$ cat config.mk
export PLATFORM = sky130hd
export DESIGN_NAME = pe_dataflow_sequencer
export DESIGN_NICKNAME = d
export VERILOG_FILES = /design/src/rtl/pe_dataflow_sequencer.sv
export SDC_FILE = /design/constraint.sdc
export NUM_CORES = 1
export LEC_CHECK = 0
export ABC_AREA = 1
export CELL_PAD_IN_SITES_DETAIL_PLACEMENT = 1
export CELL_PAD_IN_SITES_GLOBAL_PLACEMENT = 1
export CORE_MARGIN = 5
export CORE_UTILIZATION = 35
export DETAILED_ROUTE_END_ITERATION = 7
export PLACE_DENSITY = 0.75
export SYNTH_ARGS = -nofsm -noshare
export SYNTH_HDL_FRONTEND = slang
export SYNTH_SLANG_ARGS = --single-unit
$ cat constraint.sdc
create_clock -name clk -period 1.8 [get_ports clk]
set_clock_uncertainty 0.2 [all_clocks]
set_input_delay 0.36 -clock clk [delete_from_list [all_inputs] [get_ports clk]]
set_output_delay 0.36 -clock clk [all_outputs]
set_load 0.03 [all_outputs]
$ cat src/rtl/pe_dataflow_sequencer.sv
// Enable-side sequencer for one PE group tile pass: weights, partial sums, inputs, compute wait, drain.
// Optional partial-sum load phase is enabled by defining PE_SEQ_PSUM_LOAD_EN.
module pe_dataflow_sequencer #(
    parameter int W_PEGroupSize  = 4,
    parameter int O_PEGroupSize  = 4,
    parameter int I_PEGroupSize  = W_PEGroupSize + O_PEGroupSize - 1,
    parameter int W_PEAddrWidth  = 2,
    parameter int O_PEAddrWidth  = 2,
    parameter int I_PEAddrWidth  = 3,
    parameter int ComputeLatency = 3,
    parameter int LatWidth       = 4
) (
    input  logic       clk,
    input  logic       rst,
    input  logic       start,
    input  logic       W_Valid,
    input  logic       O_In_Valid,
    input  logic       I_Valid,
    input  logic       O_Out_Ready,
    output logic       EN_W,
    output logic       EN_O_In,
    output logic       EN_I,
    output logic       EN_O_Out,
    output logic       busy,
    output logic       done,
    output logic [2:0] Phase
);

    typedef enum logic [2:0] {
        S_IDLE     = 3'd0,
        S_LOAD_W   = 3'd1,
        S_LOAD_O   = 3'd2,
        S_STREAM_I = 3'd3,
        S_WAIT     = 3'd4,
        S_DRAIN    = 3'd5
    } state_t;

    localparam logic [W_PEAddrWidth-1:0] W_LAST   = W_PEAddrWidth'(W_PEGroupSize - 1);
    localparam logic [O_PEAddrWidth-1:0] O_LAST   = O_PEAddrWidth'(O_PEGroupSize - 1);
    localparam logic [I_PEAddrWidth-1:0] I_LAST   = I_PEAddrWidth'(I_PEGroupSize - 1);
    localparam logic [LatWidth-1:0]      LAT_LOAD = LatWidth'(ComputeLatency - 1);

    state_t                   state_r;
    state_t                   state_s;
    logic [W_PEAddrWidth-1:0] w_cnt_r;
    logic [I_PEAddrWidth-1:0] i_cnt_r;
    logic [O_PEAddrWidth-1:0] o_out_cnt_r;
    logic [LatWidth-1:0]      wait_cnt_r;
    logic                     done_r;
    logic                     en_w_s;
    logic                     en_o_in_s;
    logic                     en_i_s;
    logic                     en_o_out_s;

`ifdef PE_SEQ_PSUM_LOAD_EN
    logic [O_PEAddrWidth-1:0] o_in_cnt_r;
`else
    logic                     unused_o_in_valid_s;
    assign unused_o_in_valid_s = O_In_Valid;
`endif

    // Next-state and strobe decode; strobes are gated by reset so they drop in the reset cycle
    always_comb begin
        state_s    = state_r;
        en_w_s     = 1'b0;
        en_o_in_s  = 1'b0;
        en_i_s     = 1'b0;
        en_o_out_s = 1'b0;
        case (state_r)
            S_IDLE: begin
                if (start) begin
                    state_s = S_LOAD_W;
                end else begin
                    state_s = S_IDLE;
                end
            end
            S_LOAD_W: begin
                en_w_s = rst & W_Valid;
                if (en_w_s && (w_cnt_r == W_LAST)) begin
`ifdef PE_SEQ_PSUM_LOAD_EN
                    state_s = S_LOAD_O;
`else
                    state_s = S_STREAM_I;
`endif
                end else begin
                    state_s = S_LOAD_W;
                end
            end
`ifdef PE_SEQ_PSUM_LOAD_EN
            S_LOAD_O: begin
                en_o_in_s = rst & O_In_Valid;
                if (en_o_in_s && (o_in_cnt_r == O_LAST)) begin
                    state_s = S_STREAM_I;
                end else begin
                    state_s = S_LOAD_O;
                end
            end
`endif
            S_STREAM_I: begin
                en_i_s = rst & I_Valid;
                if (en_i_s && (i_cnt_r == I_LAST)) begin
                    state_s = S_WAIT;
                end else begin
                    state_s = S_STREAM_I;
                end
            end
            S_WAIT: begin
                if (wait_cnt_r == {LatWidth{1'b0}}) begin
                    state_s = S_DRAIN;
                end else begin
                    state_s = S_WAIT;
                end
            end
            S_DRAIN: begin
                en_o_out_s = rst & O_Out_Ready;
                if (en_o_out_s && (o_out_cnt_r == O_LAST)) begin
                    state_s = S_IDLE;
                end else begin
                    state_s = S_DRAIN;
                end
            end
            default: begin
                state_s = S_IDLE;
            end
        endcase
    end

    // State register, mirror pointers (wrap on final transfer), wait counter and done pulse
    always_ff @(posedge clk) begin
        if (!rst) begin
            state_r     <= S_IDLE;
            w_cnt_r     <= {W_PEAddrWidth{1'b0}};
            i_cnt_r     <= {I_PEAddrWidth{1'b0}};
            o_out_cnt_r <= {O_PEAddrWidth{1'b0}};
            wait_cnt_r  <= {LatWidth{1'b0}};
            done_r      <= 1'b0;
`ifdef PE_SEQ_PSUM_LOAD_EN
            o_in_cnt_r  <= {O_PEAddrWidth{1'b0}};
`endif
        end else begin
            state_r <= state_s;
            done_r  <= en_o_out_s && (o_out_cnt_r == O_LAST);
            if (en_w_s) begin
                w_cnt_r <= (w_cnt_r == W_LAST) ? {W_PEAddrWidth{1'b0}} : w_cnt_r + W_PEAddrWidth'(1);
            end
`ifdef PE_SEQ_PSUM_LOAD_EN
            if (en_o_in_s) begin
                o_in_cnt_r <= (o_in_cnt_r == O_LAST) ? {O_PEAddrWidth{1'b0}} : o_in_cnt_r + O_PEAddrWidth'(1);
            end
`endif
            if (en_i_s) begin
                i_cnt_r <= (i_cnt_r == I_LAST) ? {I_PEAddrWidth{1'b0}} : i_cnt_r + I_PEAddrWidth'(1);
            end
            if (en_o_out_s) begin
                o_out_cnt_r <= (o_out_cnt_r == O_LAST) ? {O_PEAddrWidth{1'b0}} : o_out_cnt_r + O_PEAddrWidth'(1);
            end
            if (en_i_s && (i_cnt_r == I_LAST)) begin
                wait_cnt_r <= LAT_LOAD;
            end else if ((state_r == S_WAIT) && (wait_cnt_r != {LatWidth{1'b0}})) begin
                wait_cnt_r <= wait_cnt_r - LatWidth'(1);
            end
        end
    end

    assign EN_W     = en_w_s;
    assign EN_O_In  = en_o_in_s;
    assign EN_I     = en_i_s;
    assign EN_O_Out = en_o_out_s;
    assign busy     = (state_r != S_IDLE);
    assign done     = done_r;
    assign Phase    = state_r;

endmodule

==> results of run 1 <==
==> worst max-delay path, stage by stage <==
cell and delay [ns]:
clkdlybuf4s50_1 0.52, nand2_2 0.08, nor3_4 0.14, buf_6 0.15
==> path summary, 6_finish.rpt <==
kind	from	endpoint	slack, ns	depth (start not counted)
setup / recovery	O_Out_Ready	EN_O_Out	-0.01	4
setup reg to reg	Phase[0]	Phase[0]	0.27	8
hold / removal	wait_cnt_r[0]	wait_cnt_r[0]	0.28	2
hold reg to reg	wait_cnt_r[0]	wait_cnt_r[0]	0.28	2
==> flip-flops by register name (all words and copies together) (netlist names) <==
register,cells
o_out_cnt_r,2
done,1
w_cnt_r,2
Phase,3
i_cnt_r,3
wait_cnt_r,4
==> metal layers <==
metal	GRT usage (%)	vias to the layer above
met2	27.29	10
met5	0	-
met1	16.86	397
met3	2.851	6
li1	-	443
met4	10.68	0
==> stage by stage <==
step                hold slack [ns]  TNS [ns]  instances  total power (uW)
finish                       0.2770  -0.01076        178             634.8
global route                 0.3097   -0.1795        178             680.6
CTS                          0.2802  -0.04756        177             643.6
detailed placement           0.2666    -1.098        169             427.3
global placement             0.2544   -0.8479        169             425.9
floorplan                    0.2431         0        122             393.5
==> cell families after synthesis <==
logic type      Yosys count  share of synthesized area [%]
xor+xnor                  1                          1.050
flops                    15                          35.98
compound gates            9                          5.547
buf+inv                  19                          9.445
simple gates             74                          43.03
fa+ha+maj                 3                          4.498
other cells               1                         0.4493
==> repair_timing <==
item | CTS | global route
gates resized for setup | 18 | 5
pin swaps | 2 | 4
setup buffers | 4 | 2
endpoints found under the setup margin | 8 | 5
==> Yosys cell counts, drive strengths merged <==
master	n	share of area (%)
nand4	2	1.5
conb	1	0.45
nor2	16	9.6
o21ai	1	0.60
buf	2	1.8
ha	3	4.5
dfxtp	15	36
nand2	38	19
nor3	3	3.7
inv	17	7.6
a21oi	7	4.2
xor2	1	1.0
a31oi	1	0.75
nand3	15	9.6
==> area by class of cell <==
cell class              count  area [um2]  share of cell area (%)
multi-input cells          88       476.7                   41.59
flip-flops and latches     15       306.5                   26.75
repair buffers             26       229.0                   19.98
inverters                  17       72.57                   6.332
well taps                  28       35.03                   3.057
clock buffers               4       26.28                   2.293
==> power by group <==
group	switching, uW	internal [uW]
combinational	56.8	42.8
sequential	3.02	335
clock	111	86.2
total	171	464
==> impl_metrics.env, run 1 <==
export IMPL_num_rows=17
export IMPL_ant_nets=0
export IMPL_ctsHtreeMaxLevel=1
export IMPL_fin_crit_ns=1.811
export IMPL_grt_ovfl_total=0
export IMPL_setup_viol=1
export IMPL_antenna_cells=0
export IMPL_wl_mm=2.292
export IMPL_rsz0062_at_grt="true"
export IMPL_cts_hold_buffers_added=0
export IMPL_drcViolationCount=0
export IMPL_final_cell_mix="33 x nand2_1, 14 x nand3_1, 13 x buf_4"
export IMPL_coreArea_mm2=0.002255
export IMPL_cp_start_kind="input port"
export IMPL_dp_hpwl_mm=1.677
export IMPL_design_area_mm2=0.001146
export IMPL_post_place_ws_ns=-0.2180
export IMPL_ys_ff_latch=15
export IMPL_cp_end_kind="output port"
export IMPL_drive_gt1_share_pct=26.67
export IMPL_grt_use_total_pct=15.62
export IMPL_wl_met1_um=987
export IMPL_die_area_mm2=0.003461
export IMPL_fp_dieH_um=58.83
export IMPL_cts_sinks=15
export IMPL_syn_avg_cell_area_um2=6.841
export IMPL_period_share_pct=100.6
export IMPL_status="finished, violations left"
export IMPL_topRoutingLayerUsed="met4"
export IMPL_synth_cells=122
export IMPL_die_w_um=58.83
export IMPL_area_growth_pct=37.33
export IMPL_grt_start_max_net_pins=9
export IMPL_worstPathRequired_ns=1.24
export IMPL_cts_tree="yes"
export IMPL_peakVddDrop_mv=0.4449
export IMPL_pin_count=16
export IMPL_yosysSeqAreaShare_pct=35.98
export IMPL_max_cap_viol_count=0
export IMPL_mostFrequentLayoutCell="nand2_1"
export IMPL_min_path_type="reg -> reg"
export IMPL_first_pass_iters=3
export IMPL_yosysWarnings=0
export IMPL_grt_pass1_vias=900
export IMPL_final_hold_viol_count=0
export IMPL_syn_area_um2=834.6
export IMPL_path_clk_slew_ns=0.09
export IMPL_setup_worst_path_class="in -> out"
export IMPL_clockBufferDepth=2
export IMPL_drv_slew=0
export IMPL_first_iter_violations=12
export IMPL_place_area_mm2=0.001035
export IMPL_final_nets=161
export IMPL_start_util_pct=37.01
export IMPL_antenna_found_initial=0
export IMPL_wl_met3_um=43
export IMPL_fmax_ghz=0.5523
export IMPL_critPathMaxFanout=2
export IMPL_vias=856
export IMPL_clock_latency_ns=0.29
export IMPL_viasPerCell=4.809
export IMPL_port_buffers=13
export IMPL_violations="setup timing"
export IMPL_leakage_uw=0.0005464
export IMPL_power_density_mw_per_mm2=553.8
export IMPL_fin_ws_ns=-0.01076
export IMPL_synth_distinct_cells=22
export IMPL_numCtsBuffers=3
export IMPL_avgRoutedWirePerCell_um=12.88
export IMPL_fill_cells=303
export IMPL_critPathArrivalTime_ns=1.25
export IMPL_route_met2_wl_mm=1.187
export IMPL_root_buffer="clkbuf_4"
export IMPL_grt_pass1_wl_mm=4.036
export IMPL_place_congestion=0.7468
export IMPL_fin_util_pct=50.83
export IMPL_mappedNetlistNets=132
(Power assumes the default switching activity.)
==> run 2, diff against run 1 <==
--- a/config.mk
+++ b/config.mk
@@ -8,7 +8,7 @@
 export ABC_AREA = 1
 export CELL_PAD_IN_SITES_DETAIL_PLACEMENT = 1
 export CELL_PAD_IN_SITES_GLOBAL_PLACEMENT = 1
-export CORE_MARGIN = 5
+export CORE_MARGIN = 4
 export CORE_UTILIZATION = 35
 export DETAILED_ROUTE_END_ITERATION = 7
 export PLACE_DENSITY = 0.75
==> run 2 against run 1 <==
Net effect: die area fell by 6.7%; worst setup slack worse by 0.017 ns; the run still ends with setup timing left; largest power group unchanged; design area up 9.1%; largest cell class unchanged; sequential power about the same; power is 4.4% higher; clock-buffer cell count unchanged.
==> impl_metrics.env, run 2 (synthesis gave the netlist of run 1 again) <==
export IMPL_final_hold_viol_count=0
export IMPL_cts_sinks=15
export IMPL_ant_nets=0
export IMPL_cp_start_kind="flip-flop"
export IMPL_peakVddDrop_mv=0.3485
export IMPL_register_area_um2=306.5
export IMPL_viasPerCell=4.878
export IMPL_fin_crit_ns=1.827
export IMPL_wl_mm=2.611
export IMPL_post_place_ws_ns=-0.1764
export IMPL_setup_worst_path_class="reg -> out"
export IMPL_fp_dieH_um=56.83
export IMPL_final_nets=172
export IMPL_multi_input_area_um2=494.2
export IMPL_dp_hpwl_mm=1.616
export IMPL_fin_ws_ns=-0.02732
export IMPL_root_buffer="clkbuf_4"
export IMPL_grt_use_total_pct=17.55
export IMPL_critPathArrivalTime_ns=1.27
export IMPL_vias=922
export IMPL_grt_start_max_net_pins=9
export IMPL_power_uw=662.9
export IMPL_path_clk_slew_ns=0.11
export IMPL_drv_slew=0
export IMPL_fmax_ghz=0.5472
export IMPL_clockBufferDepth=2
export IMPL_ctsHtreeMaxLevel=1
export IMPL_use_met1_pct=19.56
export IMPL_grt_pass1_wl_mm=4.450
export IMPL_drcViolationCount=0
export IMPL_period_share_pct=101.5
export IMPL_avgRoutedWirePerCell_um=13.81
export IMPL_grt_pass1_vias=994
export IMPL_min_path_type="reg -> reg"
export IMPL_mostFrequentLayoutCell="nand2_1"
export IMPL_numCtsBuffers=3
export IMPL_die_area_mm2=0.003230
export IMPL_antenna_cells=0
export IMPL_cp_end_kind="output port"
export IMPL_worstPathRequired_ns=1.24
export IMPL_final_cell_mix="33 x nand2_1, 22 x buf_4"
export IMPL_fin_tns_setup_ns=-0.02732
export IMPL_max_cap_viol_count=0
export IMPL_rrSetupSlack_ns=0.07
export IMPL_place_congestion=0.7563
export IMPL_busiest_layer="met2"
export IMPL_met3_usage_pct=4.598
export IMPL_num_rows=17
export IMPL_fill_cells=292
export IMPL_antenna_found_initial=0
export IMPL_regMostFlops="wait_cnt_r"
export IMPL_grtUsageMet2_pct=32.34
export IMPL_leakage_uw=0.0006081
export IMPL_largest_reg_flops=4
export IMPL_cts_tree="yes"
export IMPL_pin_count=16
export IMPL_start_util_pct=37.37
export IMPL_first_iter_violations=11
export IMPL_critPathMaxFanout=4
export IMPL_rsz0062_at_grt="true"
export IMPL_cts_hold_buffers_added=0
export IMPL_die_w_um=56.83
export IMPL_first_pass_iters=4
export IMPL_port_buffers=13
export IMPL_status="finished, violations left"
export IMPL_area_growth_pct=49.78
export IMPL_power_density_mw_per_mm2=530.3
export IMPL_clock_latency_ns=0.30
export IMPL_grt_ovfl_total=0
export IMPL_drive_gt1_share_pct=34.16
export IMPL_setup_viol=1
export IMPL_violations="setup timing"
export IMPL_coreArea_mm2=0.002233
-- run 2: changes by cell type in the layout (fill, tap and decap cells not counted), moves of 2 or more --
| cell | before | now |
|---|---|---|
| buf_4 | 13 | 22 |
| buf_6 | 4 | 6 |
| nand3_1 | 14 | 12 |
| nand3_2 | 1 | 3 |
-- run 2: area by class of cell --
class	count	share of cell area, %
clock buffer	4	2.102
inverter	17	5.606
multi-input combinational	88	39.54
sequential	15	24.52
tap	28	2.803
timing repair buffer	37	25.43
-- run 2: final timing paths --
kind | start | end | cells after the start
hold / removal | wait_cnt_r[0] | wait_cnt_r[0] | 2
setup / recovery | Phase[2] | EN_W | 7
hold reg to reg | wait_cnt_r[0] | wait_cnt_r[0] | 2
setup reg to reg | Phase[2] | i_cnt_r[0] | 11
-- run 2: timing repair --
item | CTS | global route
buffers inserted | 10 | 4
pin swaps | 4 | 5
endpoints found under the setup margin | 8 | 6
gates resized for setup | 19 | 9
-- run 2: routing by layer --
layer	vias to the layer above	wire [um]
li1	463	-
met1	436	1087
met2	18	1400
met3	5	88
met4	0	34
met5	-	0
-- run 2: critical path: stages, from the launching register on --
cell and delay [ns]:
dfxtp_2 0.35, buf_6 0.13, inv_4 0.06, nand2_4 0.07, nor2_4 0.08, inv_2 0.05, nor2_4 0.10, buf_6 0.14
-- run 2: per-stage QoR --
step                      instances  hold WS, ns  utilization (%)  area (um2)
after CTS                       186       0.2722            53.45        1194
after global placement          172       0.2524            47.34        1057
after detailed placement        172       0.2566            47.34        1057
after floorplan                 122       0.2431                -       834.6
after global routing            189       0.3139            55.97        1250
final                           189       0.2726            55.97        1250
-- run 2: power breakdown --
group          switching [uW]  internal [uW]  total, uW
registers                3.88            336        340
logic                    57.9           48.0        106
clock network             131           86.3        217
total                     193            470        663
